[config.mk]
export PLATFORM = sky130hd
export DESIGN_NAME = synapse_code_server
export DESIGN_NICKNAME = d
export VERILOG_FILES = /design/src/rtl/synapse_code_server.sv
export SDC_FILE = /design/constraint.sdc
export NUM_CORES = 1
export LEC_CHECK = 0
export CAP_MARGIN = 20
export CORE_MARGIN = 5
export CORE_UTILIZATION = 50
export DETAILED_ROUTE_END_ITERATION = 8
export HOLD_SLACK_MARGIN = 0.05
export PLACE_DENSITY = 0.8
export SETUP_SLACK_MARGIN = 0.05
export SYNTH_ARGS = -nofsm -noshare
export SYNTH_HDL_FRONTEND = slang
export SYNTH_SLANG_ARGS = --single-unit
[constraint.sdc]
create_clock -name sysclk -period 3.8 [get_ports sysclk]
set_clock_uncertainty 0.2 [all_clocks]
set_input_delay 0.76 -clock sysclk [delete_from_list [all_inputs] [get_ports sysclk]]
set_output_delay 0.76 -clock sysclk [all_outputs]
set_load 0.01 [all_outputs]
[src/rtl/synapse_code_server.sv]
// Two-slot code buffer for the synapse316 fetch port, refilled byte-wise from a slow backing memory.
// Misses trigger a demand fetch; hits trigger a prefetch of the next sequential word.
module synapse_code_server #(
    parameter int IPR_WIDTH = 16
) (
    input  logic                 sysclk,
    input  logic                 sysreset_n,
    input  logic [IPR_WIDTH-1:0] code_addr,
    output logic [15:0]          code_in,
    output logic                 code_ready,
    input  logic                 flush,
    output logic [IPR_WIDTH:0]   mem_addr,
    output logic                 mem_rd,
    input  logic [7:0]           mem_data,
    input  logic                 mem_valid,
    output logic                 fetch_busy
);

    typedef enum logic [1:0] {IDLE, LO, HI} state_t;

    state_t                         state_q, state_d;
    logic [IPR_WIDTH-1:0]           target_q, target_d;
    logic                           victim_q, victim_d;
    logic                           pref_q, pref_d;
    logic                           drop_q, drop_d;
    logic [7:0]                     lo_q, lo_d;
    logic [1:0]                     valid_q, valid_d;
    logic [1:0][IPR_WIDTH-1:0]      tag_q, tag_d;
    logic [1:0][15:0]               data_q, data_d;

    logic                 hit0, hit1, nxt_hit, abort;
    logic [IPR_WIDTH-1:0] nxt_addr;

    assign hit0       = valid_q[0] && (tag_q[0] == code_addr);
    assign hit1       = valid_q[1] && (tag_q[1] == code_addr);
    assign code_ready = hit0 || hit1;
    assign code_in    = hit0 ? data_q[0] : (hit1 ? data_q[1] : 16'h0000);
    assign fetch_busy = (state_q != IDLE);

    // Wraps naturally at 2^IPR_WIDTH.
    assign nxt_addr = code_addr + {{(IPR_WIDTH-1){1'b0}}, 1'b1};
    assign nxt_hit  = (valid_q[0] && (tag_q[0] == nxt_addr)) ||
                      (valid_q[1] && (tag_q[1] == nxt_addr));
    // A prefetch yields to a demand miss, but only once the current byte has landed.
    assign abort    = pref_q && !code_ready;

    always_comb begin
        state_d  = state_q;
        target_d = target_q;
        victim_d = victim_q;
        pref_d   = pref_q;
        drop_d   = drop_q;
        lo_d     = lo_q;
        valid_d  = valid_q;
        tag_d    = tag_q;
        data_d   = data_q;
        mem_rd   = 1'b0;
        mem_addr = '0;

        if (flush) begin
            valid_d = 2'b00;
            if (state_q != IDLE) drop_d = 1'b1;
        end

        case (state_q)
            IDLE: begin
                drop_d = 1'b0;
                if (!code_ready) begin
                    target_d = code_addr;
                    victim_d = 1'b0;
                    pref_d   = 1'b0;
                    state_d  = LO;
                end else if (!nxt_hit) begin
                    target_d = nxt_addr;
                    victim_d = hit0;
                    pref_d   = 1'b1;
                    state_d  = LO;
                end
            end
            LO: begin
                mem_rd   = 1'b1;
                mem_addr = {target_q, 1'b0};
                if (mem_valid) begin
                    lo_d    = mem_data;
                    state_d = abort ? IDLE : HI;
                end
            end
            HI: begin
                mem_rd   = 1'b1;
                mem_addr = {target_q, 1'b1};
                if (mem_valid) begin
                    state_d = IDLE;
                    if (!abort && !drop_q && !flush) begin
                        valid_d[victim_q] = 1'b1;
                        tag_d[victim_q]   = target_q;
                        data_d[victim_q]  = {mem_data, lo_q};
                    end
                end
            end
            default: state_d = IDLE;
        endcase
    end

    always_ff @(posedge sysclk or negedge sysreset_n) begin
        if (!sysreset_n) begin
            state_q  <= IDLE;
            target_q <= '0;
            victim_q <= 1'b0;
            pref_q   <= 1'b0;
            drop_q   <= 1'b0;
            lo_q     <= '0;
            valid_q  <= '0;
            tag_q    <= '0;
            data_q   <= '0;
        end else begin
            state_q  <= state_d;
            target_q <= target_d;
            victim_q <= victim_d;
            pref_q   <= pref_d;
            drop_q   <= drop_d;
            lo_q     <= lo_d;
            valid_q  <= valid_d;
            tag_q    <= tag_d;
            data_q   <= data_d;
        end
    end

endmodule

==> results of run 1 <==
[synth_stat cells, types with 3 or more instances]
| master | n |
|---|---|
| nand2_1 | 18 |
| dfrtp_1 | 95 |
| o21ai_0 | 37 |
| a211oi_1 | 4 |
| nor2b_1 | 4 |
| nor4b_1 | 3 |
| buf_2 | 13 |
| inv_1 | 34 |
| mux2_1 | 16 |
| or3_1 | 3 |
| o22ai_1 | 3 |
| nor3b_1 | 3 |
| nor3_1 | 13 |
| nand4_1 | 18 |
| and2_1 | 18 |
| o211ai_1 | 13 |
| mux2_4 | 16 |
| xnor2_1 | 30 |
| buf_6 | 4 |
| xor2_1 | 24 |
| mux2_2 | 43 |
| a21oi_1 | 10 |
| and3_1 | 9 |
| nor2_1 | 22 |
| nor4_1 | 16 |
| a31oi_1 | 3 |
| nand2b_1 | 5 |
| and4_1 | 5 |
| ha_1 | 5 |
| nand3_1 | 38 |
| clkbuf_1 | 19 |
[metal layers]
layer	up-vias	wire (um)	global-route usage [%]
met3	44	1190	5.37
met1	2605	8090	36.2
li1	2445	-	-
met2	231	9380	46.2
met4	0	628	10.8
met5	-	0	0
[kinds of logic after synthesis]
family / Yosys count / share of synthesized area (%)
AO/OA/AOI/OAI: 90 / 9.64
XOR/XNOR: 55 / 8.29
adder cells (fa/ha/maj): 5 / 1.05
buffers and inverters: 78 / 6.74
flip-flops: 95 / 39.8
multiplexers: 76 / 15.3
AND/OR/NAND/NOR: 193 / 19.2
[state kept, by name (all words and copies together), names as in the netlist]
signal,count
data_q,32
drop_q,1
lo_q,8
pref_q,1
state_q,2
tag_q,32
target_q,16
valid_q,2
victim_q,1
[report_power, final]
part           switching [mW]  total (mW)  internal [mW]
registers               0.289        1.61           1.32
logic                   0.935        1.90          0.967
clock network           0.418       0.971          0.554
total                    1.64        4.48           2.84
[final timing paths]
path	from	end	slack, ns	depth (start not counted)
setup / recovery	code_addr[2]	code_in[0]	0.12	10
hold / removal	sysreset_n	target_q[7]	0.25	2
setup reg to reg	tag_q[16]	data_q[2]	0.54	11
hold reg to reg	data_q[1]	data_q[1]	0.31	1
max in group asynchronous	sysreset_n	valid_q[0]	2.74	2
min in group sysclk	data_q[1]	data_q[1]	0.31	1
[final cells by class]
cell class | count | area (sq um) | area share (%)
Multi-Input combinational cell | 419 | 3390 | 41.9
Inverter | 35 | 131 | 1.62
Clock inverter | 5 | 63.8 | 0.788
Timing Repair Buffer | 195 | 1700 | 21.0
Sequential cell | 95 | 2380 | 29.3
Tap cell | 147 | 184 | 2.27
Clock buffer | 11 | 253 | 3.12
[per-stage QoR]
stage	TNS (ns)	setup slack, ns	power, mW	instance area [sq um]
2_1_floorplan	0	0.284	2.53	5970
3_3_place_gp	-24.33	-0.477	3.34	7520
3_5_place_dp	-29.17	-0.540	3.41	7520
4_1_cts	0	0.0501	4.44	8080
5_1_grt	0	0.0396	4.72	8100
6_report	0	0.125	4.48	8100
[critical path, stage by stage]
cell,delay (ns)
clkdlybuf4s50_1,0.46
buf_4,0.19
buf_4,0.16
xnor2_2,0.27
nand4_4,0.23
buf_12,0.21
buf_16,0.13
nand3_1,0.08
o21ai_1,0.08
buf_2,0.14
[timing repair]
| item | in CTS | in global routing |
|---|---|---|
| pin swaps | 8 | 7 |
| setup buffers | 4 | 3 |
| endpoints found under the setup margin | 36 | 34 |
| resized for setup | 111 | 34 |
| cloned | 4 | 0 |
==> run metrics, run 1 <==
status=complete, no violations; Syn. warnings=0; CTS tree=built; hold_buf cts=0; Routed WL per cell=21.3 um; post-synthesis cell count=592; post-synth top area share=39.8%; Finish-stage setup viols=0; CTS Buf Count=9; Crit Path Class=primary input to output port; Fillers=905; Final HPWL DP=13700 um; Worst Hold Margin=0.254 ns; # DRC=0; Ports=64; fin. max-slew vios=0; Routability Congestion=1.01; clock buffer depth=2; # rows=40; CTS root buffer=clkbuf_16; worst slew pin tran=0.526 ns; CP endpoint kind=output port; Non-Filler Instances=907; Placed Instances=880; most frequent cells in the layout=buf_4, dfrtp_1, mux2_2, nand3_1, inv_1; cell area after synthesis=5970 sq um; Die Ht=119 um; grt total ovfl=0; post-layout util=68.3%; share of flip-flops with an asynchronous set or reset=100%; Area growth syn-to-layout=35.6%; ratio of cells with drive above 1 in the final layout=35.8%; Max FO, Critical Path=8; most common cell after layout, fill and taps aside=buf_4; Leak=3.72 nW; Fmax=272 MHz; port bufs=63; largest net degree at the start of global routing=96; vias=5325; Yosys top cell by area=dfrtp_1; die footprint=14200 sq um; initial detailed-routing violation count=436; pwr dens=554 nW/um^2; CP Launch Type=primary input; vias in the first global route=5607; VDD IR max=368 uV; routed wire length=19300 um; CP required=2.84 ns; Clock Latency Late Sink=0.35 ns; worst hold path class=primary input to asynchronous set/reset pin; synth top area cells=dfrtp_1, mux2_2, xnor2_1; die width=119 um; clk sinks=95; drt first pass iters=5; Tmin final=3.68 ns; antenna-violating nets left=0; RSZ-0062 raised after global routing=no; Ant. Diodes=0; sequential-to-total area share from yosys stat=39.8%; max-cap violations=0; Primary FF master, synth=dfrtp_1; starting density of the core=50.4%; final net count=788; CTS clk-pin slew, worst paths=0.07 ns; EDFF count, synth=0; Via density=5.87; first-pass GRT wire length=31400 um; core area=11900 sq um; Tcrit/Tclk final=96.7%; count of state elements after synthesis=95; Slew headroom=64.9%; htree depth=3; Final Hold Vio Count=0; Unique masters post-synth=67; Tot GR Track Use=27.9%; syn nets=625; antenna violations before repair=0; Syn Area/Cell=10.1 sq um; Critical Path AT=2.72 ns
(Power assumes the default switching activity.)
==> run 2, diff against run 1 <==
--- a/config.mk
+++ b/config.mk
@@ -10,7 +10,7 @@
 export CORE_UTILIZATION = 50
 export DETAILED_ROUTE_END_ITERATION = 8
 export HOLD_SLACK_MARGIN = 0.05
-export PLACE_DENSITY = 0.8
+export PLACE_DENSITY = 0.83
 export SETUP_SLACK_MARGIN = 0.05
 export SYNTH_ARGS = -nofsm -noshare
 export SYNTH_HDL_FRONTEND = slang
==> run metrics, run 2 (same netlist as run 1, synthesis figures left out) <==
worst slew pin tran=0.513 ns (-0.0137 ns); Non-Filler Instances=920 (+1.4%); Routability Congestion=0.933 (-7.8%); clk sinks=95 (unchanged); CTS root buffer=clkbuf_16; initial detailed-routing violation count=340 (-22%); CTS Buf Count=9 (unchanged); vias=5396 (+1.3%); Slew headroom=65.7% (+0.79 points); RSZ-0062 raised after global routing=yes; # DRC=0 (unchanged); port bufs=63 (unchanged); vias in the first global route=5500 (-1.9%); ratio of cells with drive above 1 in the final layout=36.6% (+0.82 points); routed wire length=19100 um (-0.69%); Critical Path AT=2.73 ns (about the same); top flop regs=data_q: 32 flops, tag_q: 32 flops, target_q: 16 flops; die width=119 um (unchanged); Fmax=271 MHz (-0.51%); clock buffer depth=2 (unchanged); CTS tree=built; Fillers=879 (-2.9%); Tmin final=3.69 ns (+0.0188 ns); Ports=64 (unchanged); antenna violations before repair=0 (unchanged); first-pass GRT wire length=30400 um (-3.2%); Reg area=2380 sq um (unchanged); Tcrit/Tclk final=97.2% (+0.50 points); Area growth syn-to-layout=38.0%; core area=11900 sq um (unchanged); dpl cell area=7550 sq um (+0.43%); CP required=2.84 ns (about the same); max-cap violations=0 (unchanged); Crit Path Class=primary input to output port; largest net degree at the start of global routing=37 (-61%); most frequent cells in the layout=buf_4, dfrtp_1, mux2_2, nand3_1, inv_1; Die Ht=119 um (unchanged); cell area after layout=8240 sq um (+1.7%); Ant. Diodes=0 (unchanged); fin. max-slew vios=0 (unchanged); Via density=5.87 (about the same); starting density of the core=50.4% (unchanged); Final HPWL DP=13800 um (+0.46%); grt total ovfl=0 (unchanged); Leak=3.81 nW (+2.5%); CP endpoint kind=output port; worst hold path class=primary input to asynchronous set/reset pin; pwr dens=554 nW/um^2 (about the same); Placed Instances=886 (+0.68%); Clock Latency Late Sink=0.35 ns (about the same); Tot GR Track Use=27.5% (-0.37 points); multi-input combinational cell area=3410 sq um (+0.59%); hold_buf cts=0 (unchanged); Final Hold Vio Count=0 (unchanged); Setup WS pre-CTS=-0.564 ns (-0.0242 ns); antenna-violating nets left=0 (unchanged); most common cell after layout, fill and taps aside=buf_4; Max FO, Critical Path=8 (unchanged); setup slack after layout=0.106 ns (-0.0188 ns); CTS clk-pin slew, worst paths=0.07 ns (about the same); Finish-stage setup viols=0 (unchanged); status=complete, no violations; drt first pass iters=5 (unchanged); VDD IR max=439 uV (+19%); CP Launch Type=primary input; final net count=801 (+1.6%); die footprint=14200 sq um (unchanged); # rows=40 (unchanged); htree depth=3 (unchanged); Routed WL per cell=20.8 um (-2.1%)
[run 2: stage by stage]
stage | hold WS, ns | setup TNS [ns] | total power, mW | utilization, %
finish | 0.111 | 0 | 4.56 | 69.5
global placement | 0.271 | -21.94 | 3.38 | 63.7
global route | 0.148 | 0 | 4.80 | 69.5
detailed placement | 0.286 | -23.51 | 3.44 | 63.7
CTS | 0.116 | 0 | 4.53 | 68.9
floorplan | 0.247 | 0 | 2.53 | -
[run 2: repair_timing]
action	CTS	global route
buffers inserted	10	4
pin swaps	10	7
gates resized for setup	119	30
endpoints found under the hold margin	0	0
setup endpoints to repair	25	35
gates cloned	4	0
[run 2: cell type report]
class / count / area share, %
well taps: 147 / 2.23
flip-flops and latches: 95 / 28.8
clock buffers: 11 / 2.94
multi-input cells: 419 / 41.4
inverters: 35 / 1.59
clock inverters: 5 / 1.05
repair buffers: 208 / 22.0
[run 2: where the power goes]
part / switching, mW / internal (mW)
sequential: 0.309 / 1.32
combinational: 0.907 / 1.01
clock: 0.414 / 0.603
total: 1.63 / 2.93
[run 2: path summary, 6_finish.rpt]
check / from / to / slack, ns / depth (start not counted)
min in group sysclk: drop_q / drop_q / 0.29 / 2
max reg2reg: tag_q[9] / data_q[1] / 0.50 / 12
min reg2reg: drop_q / drop_q / 0.29 / 2
max in group asynchronous: sysreset_n / data_q[15] / 2.49 / 2
min: sysreset_n / tag_q[23] / 0.11 / 1
max: code_addr[12] / code_in[7] / 0.11 / 11
[run 2: layer usage]
metal  part of all wire (%)  vias up  global-route usage [%]
li1                       -     2470                       -
met1                     42     2679                    34.9
met2                     50      204                    46.9
met3                    5.7       43                    4.46
met4                    3.1        0                    11.2
met5                      0        -                       0
[run 2: worst max-delay path, cell delays in order]
cell	delay (ns)
buf_2	0.12
xor2_2	0.15
or4_4	0.54
nor3_2	0.11
buf_4	0.14
nand4_4	0.17
buf_4	0.20
buf_12	0.13
nand3_1	0.07
o21ai_0	0.10
clkdlybuf4s15_2	0.24
==> run 3, diff against run 2 <==
==> constraint.sdc (replaced) <==
create_clock -name sysclk -period 4.1 [get_ports sysclk]
set_clock_uncertainty 0.2 [all_clocks]
set_input_delay 0.82 -clock sysclk [delete_from_list [all_inputs] [get_ports sysclk]]
set_output_delay 0.82 -clock sysclk [all_outputs]
set_load 0.01 [all_outputs]
==> run metrics, run 3 (same netlist as run 1, synthesis figures left out) <==
RSZ-0062 raised after global routing=yes; Fmax=249 MHz; Tmin final=4.01 ns; R2R setup slack=0.70 ns (+0.20 ns); most common cell after layout, fill and taps aside=buf_4; # DRC=0 (unchanged); port bufs=63 (unchanged); Max FO, Critical Path=6 (-2); Fillers=926 (+5.3%); Finish-stage setup viols=0 (unchanged); Slew headroom=63.7% (-2.0 points); worst hold path class=primary input to asynchronous set/reset pin; clk sinks=95 (unchanged); CP max stage delay=0.69 ns (+0.15 ns); VDD IR max=327 uV (-25%); Die Ht=119 um (unchanged); starting density of the core=50.4% (unchanged); core area=11900 sq um (unchanged); worst path cell trace=clkdlybuf4s50_1 > buf_4 > nand4_1 > or4_1 > xnor2_1 > nand4_1 > nor4_1 > a32o_1 > buf_4 > nor4_1 > a311o_1; Net Sw Frac=35.6% (-0.13 points); routed wire length=18800 um (-2.0%); fin. max-slew vios=0 (unchanged); P_int=2.67 mW (-9.0%); largest net degree at the start of global routing=89 (+140%); clock buffer depth=2 (unchanged); Setup WS pre-CTS=-0.376 ns (+0.189 ns); Ports=64 (unchanged); wl on met1=7860 um (-1.3%); Routability Congestion=0.963 (+3.2%); die footprint=14200 sq um (unchanged); Critical Path AT=4.05 ns (+1.32 ns); grt total ovfl=0 (unchanged); htree depth=3 (unchanged); top sig layer=met4; CP bufs+invs=3 (-2); Area growth syn-to-layout=31.9%; drt first pass iters=5 (unchanged); worst slew pin tran=0.544 ns (+0.0319 ns); met3 routed WL=1210 um (+9.6%); CP required=4.14 ns (+1.30 ns); Tcrit/Tclk final=97.8%; pwr dens=526 nW/um^2 (-5.0%); CTS tree=built; CP max-delay cell=or4_1; first-pass GRT wire length=29800 um (-1.9%); status=complete, no violations; Placed Instances=871 (-1.7%); CTS Buf Count=9 (unchanged); antenna violations before repair=0 (unchanged); Final HPWL DP=13600 um (-1.4%); Clk network pwr share=22.3% (about the same); CTS root buffer=clkbuf_16; Non-Filler Instances=894 (-2.8%); Sequential Power Share=36.2% (+0.4 points); Clock Latency Late Sink=0.36 ns (about the same); top flop regs=data_q: 32 flops, tag_q: 32 flops, target_q: 16 flops; # rows=40 (unchanged); final net count=775 (-3.2%); die width=119 um (unchanged); critical path's top delay family=simple AND/OR/NAND/NOR gates; Via density=5.90 (+0.56%); CTS clk-pin slew, worst paths=0.07 ns (about the same); Gate power share=41.4% (-0.6 points); sw power=1.47 mW (-9.5%); CP Launch Type=primary input; Crit Path Class=primary input to register; antenna-violating nets left=0 (unchanged); Final Hold Vio Count=0 (unchanged); ratio of cells with drive above 1 in the final layout=31.2% (-5.4 points); Routed WL per cell=21.0 um (+0.84%); metal2 WL=8920 um (-6.0%); CP endpoint kind=register; Leak=3.62 nW (-5.0%); vias=5273 (-2.3%); max-cap violations=0 (unchanged); setup slack after layout=0.0890 ns (-0.0171 ns); most frequent cells in the layout=buf_4, dfrtp_1, mux2_2, nand3_1; vias in the first global route=5490 (-0.18%); Tot GR Track Use=26.7% (-0.78 points); initial detailed-routing violation count=376 (+11%); Ant. Diodes=0 (unchanged); hold_buf cts=0 (unchanged)
-- run 3: changes by cell type in the layout (fill, tap and decap cells not counted), sizes merged --
| cell | previous run | this run |
|---|---|---|
| buf | 162 | 128 |
| clkbuf | 15 | 19 |
| clkdlybuf4s15 | 3 | 0 |
| clkdlybuf4s50 | 29 | 34 |
| clkinv | 1 | 3 |
| dlygate4sd2 | 6 | 8 |
| inv | 37 | 35 |
-- run 3: path summary, 6_finish.rpt --
path | startpoint | endpoint | cells after the start
worst max-delay path | code_addr[10] | target_q[0] | 11
worst min register to register | drop_q | drop_q | 2
worst max register to register | tag_q[12] | data_q[3] | 12
max in group asynchronous | sysreset_n | data_q[0] | 3
min in group sysclk | drop_q | drop_q | 2
worst min-delay path | sysreset_n | target_q[9] | 1
-- run 3: final cells by class --
cell class	count	area (sq um)	area share, %
clock buffers	11	243	3.08
repair buffers	182	1580	20.1
flip-flops and latches	95	2380	30.2
well taps	147	184	2.34
multi-input cells	419	3280	41.6
inverters	35	131	1.67
clock inverters	5	78.8	1.00
-- run 3: worst register-to-register path, stage by stage (launching register included) --
cell	delay, ns
dfrtp_1	0.41
xor2_1	0.19
or4_4	0.55
nor3_4	0.24
nand4_4	0.16
buf_12	0.17
buf_4	0.12
nor2b_1	0.15
buf_4	0.17
a21oi_2	0.16
and2_4	0.22
buf_12	0.18
mux2_1	0.35
-- run 3: metrics by stage --
step | cell area, sq um | hold slack, ns | total power [mW] | setup TNS, ns | util, %
floorplan | 5970 | 0.247 | 2.35 | 0 | -
global placement | 7430 | 0.271 | 3.11 | -8.32 | 62.6
detailed placement | 7430 | 0.278 | 3.17 | -9.79 | 62.6
CTS | 7810 | 0.293 | 4.13 | 0 | 65.8
global route | 7880 | 0.284 | 4.36 | 0 | 66.4
finish | 7880 | 0.246 | 4.14 | 0 | 66.4
-- run 3: layer usage --
layer / track usage [%] / vias up
met4: 14.0 / 0
met5: 0 / -
li1: - / 2422
met3: 5.22 / 55
met1: 34.0 / 2565
met2: 43.2 / 231
-- run 3: what timing repair did --
| action | 4_1_cts | 5_1_grt |
|---|---|---|
| resized for setup | 64 | 31 |
| gates cloned | 1 | 1 |
| pin swaps | 3 | 2 |
| setup endpoints to repair | 17 | 33 |
| setup buffers | 3 | 1 |
-- run 3: power groups by stage --
stage | Combinational [mW] | Clock, mW | Sequential, mW
floorplan | 0.950 | 0 | 1.40
global placement | 1.63 | 0 | 1.48
detailed placement | 1.67 | 0 | 1.50
CTS | 1.70 | 0.933 | 1.50
global route | 1.85 | 0.971 | 1.54
finish | 1.72 | 0.925 | 1.50
